`config.mk`:
```
export PLATFORM = sky130hd
export DESIGN_NAME = ir_shift_tx_flat
export DESIGN_NICKNAME = d
export VERILOG_FILES = /design/src/rtl/ir_pkg.sv /design/src/rtl/ir_shift_tx_if.sv /design/src/rtl/ir_carrier.sv /design/src/rtl/ir_shift_tx.sv /design/src/flat_wrapper.sv
export SDC_FILE = /design/constraint.sdc
export NUM_CORES = 1
export LEC_CHECK = 0
export BUFFER_PORTS_ARGS = -buffer_cell sky130_fd_sc_hd__buf_2
export CAP_MARGIN = 20
export CORE_MARGIN = 2
export CORE_UTILIZATION = 29
export CTS_CLUSTER_SIZE = 25
export DETAILED_ROUTE_END_ITERATION = 7
export GPL_ROUTABILITY_DRIVEN = 0
export RECOVER_POWER = 100
export SYNTH_ARGS = -nofsm -noshare
export SYNTH_HDL_FRONTEND = slang
export SYNTH_SLANG_ARGS = --single-unit
```
`constraint.sdc`:
```
create_clock -name clk -period 3.1 [get_ports clk]
set_input_delay 0.62 -clock clk [delete_from_list [all_inputs] [get_ports clk]]
set_output_delay 0.62 -clock clk [all_outputs]
set_load 0.02 [all_outputs]
```
`src/rtl/ir_pkg.sv`:
```
// Shared IR link definitions: transmitter state encoding and default timing,
// kept in one place so the receiver threshold always sits between the two space lengths.
package ir_pkg;

    typedef enum logic [1:0] {
        IDLE,
        MARK,
        SPACE,
        GAP
    } state_t;

    localparam int DEF_MARK_CYC   = 1000;
    localparam int DEF_SPACE0_CYC = 4000;
    localparam int DEF_SPACE1_CYC = 11000;
    localparam int DEF_GAP_CYC    = 20000;

    // Midpoint threshold a gap-measuring receiver uses to tell a 1 from a 0.
    localparam int RX_THRESH_CYC  = (DEF_SPACE0_CYC + DEF_SPACE1_CYC) / 2;

    function automatic int maxOf3(input int a, input int b, input int c);
        int m;
        m = (a > b) ? a : b;
        return (m > c) ? m : c;
    endfunction

endpackage

```
`src/rtl/ir_shift_tx_if.sv`:
```
// Word handshake plus IR line outputs of the pulse-distance transmitter.
interface ir_shift_tx_if #(
    parameter int N = 8
);
    logic         tx_valid;
    logic [N-1:0] tx_data;
    logic         tx_ready;
    logic         ir_env;
    logic         ir_out;
    logic         busy;
    logic         done;

    modport master (
        output tx_valid, tx_data,
        input  tx_ready, ir_env, ir_out, busy, done
    );

    modport slave (
        input  tx_valid, tx_data,
        output tx_ready, ir_env, ir_out, busy, done
    );
endinterface

```
`src/rtl/ir_carrier.sv`:
```
// Carrier generator for the IR LED: restarts high on every rising edge of the mark
// envelope and toggles every HALF cycles; HALF of 0 yields a constant-high carrier.
module ir_carrier #(
    parameter int HALF = 0
) (
    input  logic clk,
    input  logic reset_n,
    input  logic en,
    output logic carrier
);
    localparam int HW = (HALF > 1) ? $clog2(HALF) : 1;
    localparam logic [HW-1:0] LAST = HW'((HALF > 0) ? HALF - 1 : 0);

    logic          r_enD;
    logic          r_phase;
    logic [HW-1:0] r_cnt;
    logic          w_rise;
    logic          w_phase;
    logic [HW-1:0] w_cnt;

    // The first mark cycle must already show a high carrier, so the restart is
    // folded in combinationally instead of waiting one cycle for the registers.
    assign w_rise  = en & ~r_enD;
    assign w_phase = w_rise | r_phase;
    assign w_cnt   = w_rise ? '0 : r_cnt;

    always_ff @(posedge clk or negedge reset_n) begin
        if (!reset_n) begin
            r_enD   <= 1'b0;
            r_phase <= 1'b1;
            r_cnt   <= '0;
        end else begin
            r_enD <= en;
            if (w_cnt == LAST) begin
                r_cnt   <= '0;
                r_phase <= ~w_phase;
            end else begin
                r_cnt   <= w_cnt + 1'b1;
                r_phase <= w_phase;
            end
        end
    end

    assign carrier = (HALF == 0) ? 1'b1 : w_phase;

endmodule

```
`src/rtl/ir_shift_tx.sv`:
```
// Pulse-distance IR transmitter: sends an N-bit word MSB-first as marks separated by
// short (0) or long (1) spaces, followed by an enforced idle gap.
module ir_shift_tx
    import ir_pkg::*;
#(
    parameter int N            = 8,
    parameter int MARK_CYC     = DEF_MARK_CYC,
    parameter int SPACE0_CYC   = DEF_SPACE0_CYC,
    parameter int SPACE1_CYC   = DEF_SPACE1_CYC,
    parameter int GAP_CYC      = DEF_GAP_CYC,
    parameter int CARRIER_HALF = 0
) (
    input  logic          clk,
    input  logic          reset_n,
    ir_shift_tx_if.slave  bus
);
    localparam int CNT_MAX = maxOf3(MARK_CYC, SPACE1_CYC, GAP_CYC);
    localparam int CNT_W   = (CNT_MAX > 1) ? $clog2(CNT_MAX) : 1;
    localparam int BIT_W   = $clog2(N + 1);

    localparam logic [CNT_W-1:0] MARK_LOAD   = CNT_W'(MARK_CYC - 1);
    localparam logic [CNT_W-1:0] SPACE0_LOAD = CNT_W'(SPACE0_CYC - 1);
    localparam logic [CNT_W-1:0] SPACE1_LOAD = CNT_W'(SPACE1_CYC - 1);
    localparam logic [CNT_W-1:0] GAP_LOAD    = CNT_W'(GAP_CYC - 1);

    state_t           r_state;
    logic [CNT_W-1:0] r_cnt;
    logic [BIT_W-1:0] r_bitCnt;
    logic [N-1:0]     r_shiftReg;
    logic             r_txReady;
    logic             r_env;
    logic             r_busy;
    logic             r_done;
    logic             w_carrier;

    // r_bitCnt counts the marks still to follow the current one; the start mark
    // begins at N, so the frame ends after N+1 marks and N spaces.
    always_ff @(posedge clk or negedge reset_n) begin
        if (!reset_n) begin
            r_state    <= IDLE;
            r_cnt      <= '0;
            r_bitCnt   <= '0;
            r_shiftReg <= '0;
            r_txReady  <= 1'b1;
            r_env      <= 1'b0;
            r_busy     <= 1'b0;
            r_done     <= 1'b0;
        end else begin
            r_done <= 1'b0;
            case (r_state)
                IDLE: begin
                    if (bus.tx_valid && r_txReady) begin
                        r_shiftReg <= bus.tx_data;
                        r_bitCnt   <= BIT_W'(N);
                        r_cnt      <= MARK_LOAD;
                        r_state    <= MARK;
                        r_env      <= 1'b1;
                        r_busy     <= 1'b1;
                        r_txReady  <= 1'b0;
                    end
                end
                MARK: begin
                    if (r_cnt == '0) begin
                        r_env <= 1'b0;
                        if (r_bitCnt == '0) begin
                            r_done  <= 1'b1;
                            r_cnt   <= GAP_LOAD;
                            r_state <= GAP;
                        end else begin
                            r_cnt   <= r_shiftReg[N-1] ? SPACE1_LOAD : SPACE0_LOAD;
                            r_state <= SPACE;
                        end
                    end else begin
                        r_cnt <= r_cnt - 1'b1;
                    end
                end
                SPACE: begin
                    if (r_cnt == '0) begin
                        r_shiftReg <= r_shiftReg << 1;
                        r_bitCnt   <= r_bitCnt - 1'b1;
                        r_cnt      <= MARK_LOAD;
                        r_state    <= MARK;
                        r_env      <= 1'b1;
                    end else begin
                        r_cnt <= r_cnt - 1'b1;
                    end
                end
                GAP: begin
                    if (r_cnt == '0) begin
                        r_state   <= IDLE;
                        r_busy    <= 1'b0;
                        r_txReady <= 1'b1;
                    end else begin
                        r_cnt <= r_cnt - 1'b1;
                    end
                end
                default: begin
                    r_state   <= IDLE;
                    r_env     <= 1'b0;
                    r_busy    <= 1'b0;
                    r_txReady <= 1'b1;
                end
            endcase
        end
    end

    ir_carrier #(
        .HALF (CARRIER_HALF)
    ) u_carrier (
        .clk     (clk),
        .reset_n (reset_n),
        .en      (r_env),
        .carrier (w_carrier)
    );

    assign bus.tx_ready = r_txReady;
    assign bus.ir_env   = r_env;
    assign bus.ir_out   = r_env & w_carrier;
    assign bus.busy     = r_busy;
    assign bus.done     = r_done;

endmodule

```
`src/flat_wrapper.sv`:
```
// flat-port wrapper written by rule: the top's interface ports become plain ports
module ir_shift_tx_flat import ir_pkg::*;
#(
    parameter int N            = 8,
    parameter int MARK_CYC     = DEF_MARK_CYC,
    parameter int SPACE0_CYC   = DEF_SPACE0_CYC,
    parameter int SPACE1_CYC   = DEF_SPACE1_CYC,
    parameter int GAP_CYC      = DEF_GAP_CYC,
    parameter int CARRIER_HALF = 0
)
  (clk, reset_n, bus_tx_valid, bus_tx_data, bus_tx_ready, bus_ir_env, bus_ir_out, bus_busy, bus_done);
  ir_shift_tx_if #(.N(N)) bus_i ();
  input  logic clk;
  input  logic reset_n;
  input wire logic [$bits(bus_i.tx_valid)-1:0] bus_tx_valid;
  input wire logic [$bits(bus_i.tx_data)-1:0] bus_tx_data;
  output wire logic [$bits(bus_i.tx_ready)-1:0] bus_tx_ready;
  output wire logic [$bits(bus_i.ir_env)-1:0] bus_ir_env;
  output wire logic [$bits(bus_i.ir_out)-1:0] bus_ir_out;
  output wire logic [$bits(bus_i.busy)-1:0] bus_busy;
  output wire logic [$bits(bus_i.done)-1:0] bus_done;
  assign bus_i.tx_valid = bus_tx_valid;
  assign bus_i.tx_data = bus_tx_data;
  assign bus_tx_ready = bus_i.tx_ready;
  assign bus_ir_env = bus_i.ir_env;
  assign bus_ir_out = bus_i.ir_out;
  assign bus_busy = bus_i.busy;
  assign bus_done = bus_i.done;
  ir_shift_tx #(.N(N), .MARK_CYC(MARK_CYC), .SPACE0_CYC(SPACE0_CYC), .SPACE1_CYC(SPACE1_CYC), .GAP_CYC(GAP_CYC), .CARRIER_HALF(CARRIER_HALF)) u_core (.clk(clk), .reset_n(reset_n), .bus(bus_i));
endmodule
```
==> reports/metrics.yaml, run 1 <==
status: "finished with violations"
violations: "capacitance limit, slew limit"
diodes: 0
die_x_um: 89.2
cts.path.max_buffers: 2
regArea_um2: 827
cts-root-buf: "clkbuf_8"
hold_class: "reg -> reg"
netlist_instances: 219
r2r-start: "u_core.r_cnt[0]"
ys.flop_type: "dfrtp_1"
wl_per_cell_um: 13.6
powerDensity_nw_per_um2: 399
cap_violations: 1
r2r_end: "u_core.r_shiftReg[7]"
yosys_warnings: 0
ctsHoldBuffers: 0
finClkSkew_ns: 0.00401
cts_tree: "built"
die-area_um2: 7960
synthArstFlopShare: 1.00
irDropWorstVdd_mv: 0.201
worst_pin_slew_ns: 1.78
worstSetupStartpointType: "flip-flop"
grt-ovfl-total: 0
multi_input_area_um2: 1160
viasPerCell: 5.02
post_cts_resized: 0
worst_skew_pair.late_latency_ns: 0.29
grt_max_degree: 34
layout.cells.non_filler: 334
ys_seq_area_frac: 0.393
via_count: 1677
start_util: 0.295
fin_crit_sh: 0.871
setup_viol: 0
drv_slew: 34
cts_num_sinks: 33
fillers: 773
holdWs_ns: 0.480
relSlewSlack: -0.185
required_ns: 3.28
antenna_found_initial: 0
dp.cells: 326
cts_setup_buffers: 0
rsz0062_at_grt: "false"
combinationalPowerShare: 0.024
synth_seq_cells: 33
p_sw_frac: 0.191
synth_area_um2: 2110
yosysTopAreaCellShare: 0.380
io_buffers: 15
clock_power_share: 0.514
io_pins: 16
ant_nets: 0
ys_types: 53
path_clk_slew_ns: 0.07
place_hpwl_um: 3240
yosysTopAreaCell: "dfrtp_1"
cts_buffers: 5
areaGrowthSynthToFinish_pct: 12.6
drive_gt1_frac: 0.209
reg2reg_slack_ns: 0.40
setup_tns_ns: 0
htree_levels: 2
drc: 0
synth.avg_cell_area_um2: 9.62
min_to: "u_core.bus.busy"
drt_iter0_drc: 118
p_int_w: 0.000765
nNetsFinal: 253
arrival_ns: 2.88
crit_fanout: 16
worst_setup_path_end_kind: "flip-flop"
synth.net_count: 238
hold_depth: 1
period_minus_slack_ns: 2.70
finalHoldViolations: 0
grt_pass1_wl_um: 7850
fp-row-count: 31
max_clock_freq_mhz: 370
path_class: "reg -> reg"
p_sw_w: 0.000181
total_leakage_power_nw: 0.941
core_um2: 7140
die_h_um: 89.2
worstRegToRegCells: 7
p_seq_frac: 0.462
grt_pass1_vias: 1651
worstHoldStart: "u_core.bus.busy"
dr.pass1.iters: 4
synth-edff-count: 0
globalRouteTotalUtil: 0.125
ys_top_cells_by_area: "dfrtp_1, mux2_2, ha_1"
finalWirelength_um: 4550
routing by layer:
layer | share of wire | track usage | vias to the layer above
met5 | 0 | 0 | -
met4 | 0.020 | 0.0475 | 0
met3 | 0.036 | 0.0286 | 10
met2 | 0.47 | 0.199 | 32
met1 | 0.48 | 0.166 | 812
li1 | - | - | 823
flip-flops by register name (all words and copies together) (netlist names):
name,flops
u_core.r_shiftReg,8
u_core.r_cnt,15
u_core.bus.ir_env,1
u_core.bus.done,1
u_core.bus.busy,1
u_core.r_bitCnt,4
u_core.bus.tx_ready,1
u_core.r_state,2
how the worst max path moves through the flow:
| stage | from | endpoint | cells after the start |
|---|---|---|---|
| floorplan | u_core.r_state[0] | u_core.r_state[0] | 8 |
| global placement | u_core.r_cnt[0] | u_core.r_shiftReg[5] | 7 |
| detailed placement | u_core.r_cnt[0] | u_core.r_shiftReg[1] | 7 |
| CTS | u_core.r_cnt[0] | u_core.r_shiftReg[1] | 7 |
| global route | u_core.r_cnt[0] | u_core.r_shiftReg[1] | 7 |
| finish | u_core.r_cnt[0] | u_core.r_shiftReg[7] | 7 |
cell usage after synthesis (3+ instances only):
library cell and n:
nand3_1 4, a21oi_1 16, mux2_2 15, or2_2 3, nor2_1 25, nor3_1 10
xnor2_1 3, nor2b_1 4, a21o_1 4, ha_1 8, clkbuf_1 7, o21ai_0 10
nand2_1 17, a211oi_1 3, a22o_1 3, inv_1 6, dfrtp_1 32
worst max-delay path, stage by stage (launching register included):
cell and delay [ns]:
dfrtp_1 0.41, inv_1 0.09, ha_1 0.26, nor4b_2 0.31
and4_1 0.62, mux2i_1 0.32, nor2_8 0.22, mux2_2 0.35
cell families (layout without fill, tap and decap cells):
kind of cell             after synthesis  count (layout)  synth area share
AO/OA/AOI/OAI                         54              54             0.176
XOR/XNOR                               4               4            0.0166
adder cells (fa/ha/maj)                8               8            0.0475
buffers and inverters                 18              34            0.0422
flip-flops                            33              33             0.393
multiplexers                          18              18             0.103
AND/OR/NAND/NOR                       84              84             0.222
through the flow:
step	worst slack [ns]	area (µm²)	total power, W	util
global placement	0.638	2280	0.000469	0.319
floorplan	1.11	2110	0.000453	-
detailed placement	0.557	2280	0.000470	0.319
global route	0.219	2370	0.000988	0.332
CTS	0.533	2410	0.000960	0.338
finish	0.401	2370	0.000946	0.332
power groups by stage:
stage / Combinational [W] / Clock [W] / Sequential [W]
2_1_floorplan: 0.00000816 / 0 / 0.000445
3_3_place_gp: 0.0000238 / 0 / 0.000445
3_5_place_dp: 0.0000242 / 0 / 0.000446
4_1_cts: 0.0000243 / 0.000499 / 0.000437
5_1_grt: 0.0000262 / 0.000524 / 0.000437
6_report: 0.0000226 / 0.000486 / 0.000437
cells in the final DEF (no fill, tap or decap), types with 3 or more instances in the layout:
master | netlist | layout
a211oi_1 | 3 | 4
a21o_1 | 4 | 4
a21oi_1 | 16 | 16
a22o_1 | 3 | 3
buf_2 | 2 | 9
buf_4 | 1 | 4
clkbuf_1 | 7 | 7
clkbuf_8 | 0 | 5
dfrtp_1 | 32 | 32
ha_1 | 8 | 8
inv_1 | 6 | 6
mux2_2 | 15 | 15
nand2_1 | 17 | 17
nand3_1 | 4 | 4
nor2_1 | 25 | 25
nor2b_1 | 4 | 4
nor3_1 | 10 | 10
o21ai_0 | 10 | 10
or2_2 | 3 | 3
xnor2_1 | 3 | 3
cell type report:
class                           count  area share
Timing Repair Buffer               20      0.0427
Clock inverter                      3      0.0274
Tap cell                           99      0.0522
Multi-Input combinational cell    168       0.490
Sequential cell                    33       0.349
Clock buffer                        5      0.0290
Inverter                            6     0.00950
No activity file was read; power rests on OpenSTA's default activity.
==> inputs of run 2 (changes only) <==
Settings changed: CELL_PAD_IN_SITES_DETAIL_PLACEMENT from default to 1, CELL_PAD_IN_SITES_GLOBAL_PLACEMENT from default to 1, GPL_TIMING_DRIVEN from default to 0, PLACE_DENSITY_LB_ADDON from default to 0.1.
==> reports/metrics.yaml, run 2 (synthesized netlist as in run 1, its figures left out) <==
die_x_um: 89.2  # unchanged
final_common_cell: "dfrtp_1"
total_leakage_power_nw: 0.930  # -1.1%
cts_setup_buffers: 0  # unchanged
ctsHoldBuffers: 0  # unchanged
start_util: 0.295  # unchanged
hold_class: "reg -> reg"
regArea_um2: 827  # unchanged
cp_top_family: "simple AND/OR/NAND/NOR gates"
io_pins: 16  # unchanged
crit_fanout: 10  # -6
critPathMaxStageDelay_ns: 0.47  # -0.15 ns
worst_pin_slew_ns: 1.90  # +0.125 ns
setup_viol: 0  # unchanged
cp.depth: 8  # +1
gr-usage-met3: 0.0277  # -0.000923
die_h_um: 89.2  # unchanged
grt_pass1_wl_um: 9730  # +24%
crit_slowest_cell: "nor4b_1"
io_buffers: 15  # unchanged
fillers: 861  # +11%
cts_tree: "built"
reg.largest.list: "u_core.r_cnt x15, u_core.r_shiftReg x8, u_core.r_bitCnt x4"
largest_reg_flops: 15  # unchanged
multi_input_area_um2: 1160  # -0.43%
htree_levels: 2  # unchanged
busiest_layer: "met2"
antenna_found_initial: 0  # unchanged
nNetsFinal: 260  # +2.8%
required_ns: 3.29  # about the same
finalHoldViolations: 0  # unchanged
setup_tns_ns: 0  # unchanged
status: "finished with violations"
drt_iter0_drc: 54  # -54%
worstRegToRegCells: 8  # +1
cts_num_sinks: 33  # unchanged
ant_nets: 0  # unchanged
areaGrowthSynthToFinish_pct: 11.4
worstSetupStartpointType: "flip-flop"
fin_crit_sh: 0.841  # -0.0301
cap_violations: 1  # unchanged
gr-usage-met1: 0.228  # +0.0622
grtUsageMet2: 0.253  # +0.0532
p_seq_frac: 0.551  # +0.089
grt-ovfl-total: 0  # unchanged
viasPerCell: 5.07  # +0.93%
p_sw_frac: 0.242  # +0.0508
via_count: 1728  # +3.0%
drive_gt1_frac: 0.194  # -0.0143
cts-root-buf: "clkbuf_8"
combinationalPowerShare: 0.029  # +0.005
grt_pass1_vias: 1785  # +8.1%
critPathBufInv: 2  # +1
dr.pass1.iters: 4  # unchanged
p_int_w: 0.000602  # -21%
irDropWorstVdd_mv: 0.137  # -32%
rsz0062_at_grt: "false"
holdWs_ns: 0.489  # +0.00854 ns
worst_skew_pair.late_latency_ns: 0.29  # about the same
path_class: "reg -> reg"
drv_slew: 34  # unchanged
fp-row-count: 31  # unchanged
clock_power_share: 0.420  # -0.094
grt_max_degree: 34  # unchanged
p_sw_w: 0.000192  # +6.2%
max_clock_freq_mhz: 384  # +3.6%
period_minus_slack_ns: 2.61  # -0.0933 ns
finClkSkew_ns: 0.00964  # +0.00563 ns
relSlewSlack: -0.269  # -0.0832
path_cells: "inv_1 -> ha_1 -> nor4b_1 -> nand4_1 -> buf_2 -> a21oi_2 -> o21ai_0 -> a21o_1"
violations: "capacitance limit, slew limit"
diodes: 0  # unchanged
arrival_ns: 2.80  # -0.08 ns
path_clk_slew_ns: 0.08  # about the same
place_hpwl_um: 4170  # +29%
finalWirelength_um: 5800  # +27%
worst_setup_path_end_kind: "flip-flop"
cts_buffers: 5  # unchanged
globalRouteTotalUtil: 0.161  # +0.0358
hold_depth: 1  # unchanged
cts.path.max_buffers: 2  # unchanged
core_um2: 7140  # unchanged
die-area_um2: 7960  # unchanged
layout_common_cells: "dfrtp_1, nor2_1, nand2_1, a21oi_1"
post_cts_resized: 0  # unchanged
powerDensity_nw_per_um2: 338  # -15%
regMostFlops: "u_core.r_cnt"
wl_per_cell_um: 17.0  # +25%
drc: 0  # unchanged
==> run 2: layer usage <==
metal,share of wire,routed length (µm)
met1,0.51,2970
met2,0.45,2640
met3,0.022,125
met4,0.012,68
met5,0,0
==> run 2: path summary, 6_finish.rpt <==
path                            slack, ns            start                   end
worst max-delay path                 0.49  u_core.r_cnt[0]      u_core.r_cnt[11]
worst min-delay path                 0.49  u_core.bus.busy       u_core.bus.busy
worst max register to register       0.49  u_core.r_cnt[0]      u_core.r_cnt[11]
worst min register to register       0.49  u_core.bus.busy       u_core.bus.busy
max in group asynchronous            1.16          reset_n  u_core.r_shiftReg[3]
min in group asynchronous            0.85          reset_n      u_core.r_cnt[11]
==> run 2: power groups by stage <==
stage / combinational (W) / clock, W / sequential, W
final: 0.0000230 / 0.000333 / 0.000437
after global routing: 0.0000272 / 0.000363 / 0.000438
after CTS: 0.0000245 / 0.000345 / 0.000437
after detailed placement: 0.0000245 / 0 / 0.000446
after global placement: 0.0000246 / 0 / 0.000446
after floorplan: 0.00000816 / 0 / 0.000445
==> run 2: stage by stage <==
stage	power (W)	cell area [µm²]	worst slack (ns)	util	instances
detailed placement	0.000470	2300	0.566	0.323	333
global placement	0.000470	2300	0.565	0.323	333
floorplan	0.000453	2110	1.11	-	219
finish	0.000794	2350	0.494	0.329	341
global route	0.000828	2350	0.265	0.329	341
CTS	0.000807	2390	0.561	0.335	341
==> run 2: layout make-up <==
| class | instances | area share |
|---|---|---|
| multi-input cells | 168 | 0.493 |
| flip-flops and latches | 33 | 0.353 |
| well taps | 99 | 0.0528 |
| clock buffers | 6 | 0.0309 |
| repair buffers | 15 | 0.0288 |
| plain buffers | 12 | 0.0277 |
| inverters | 6 | 0.00960 |
| clock inverters | 2 | 0.00427 |
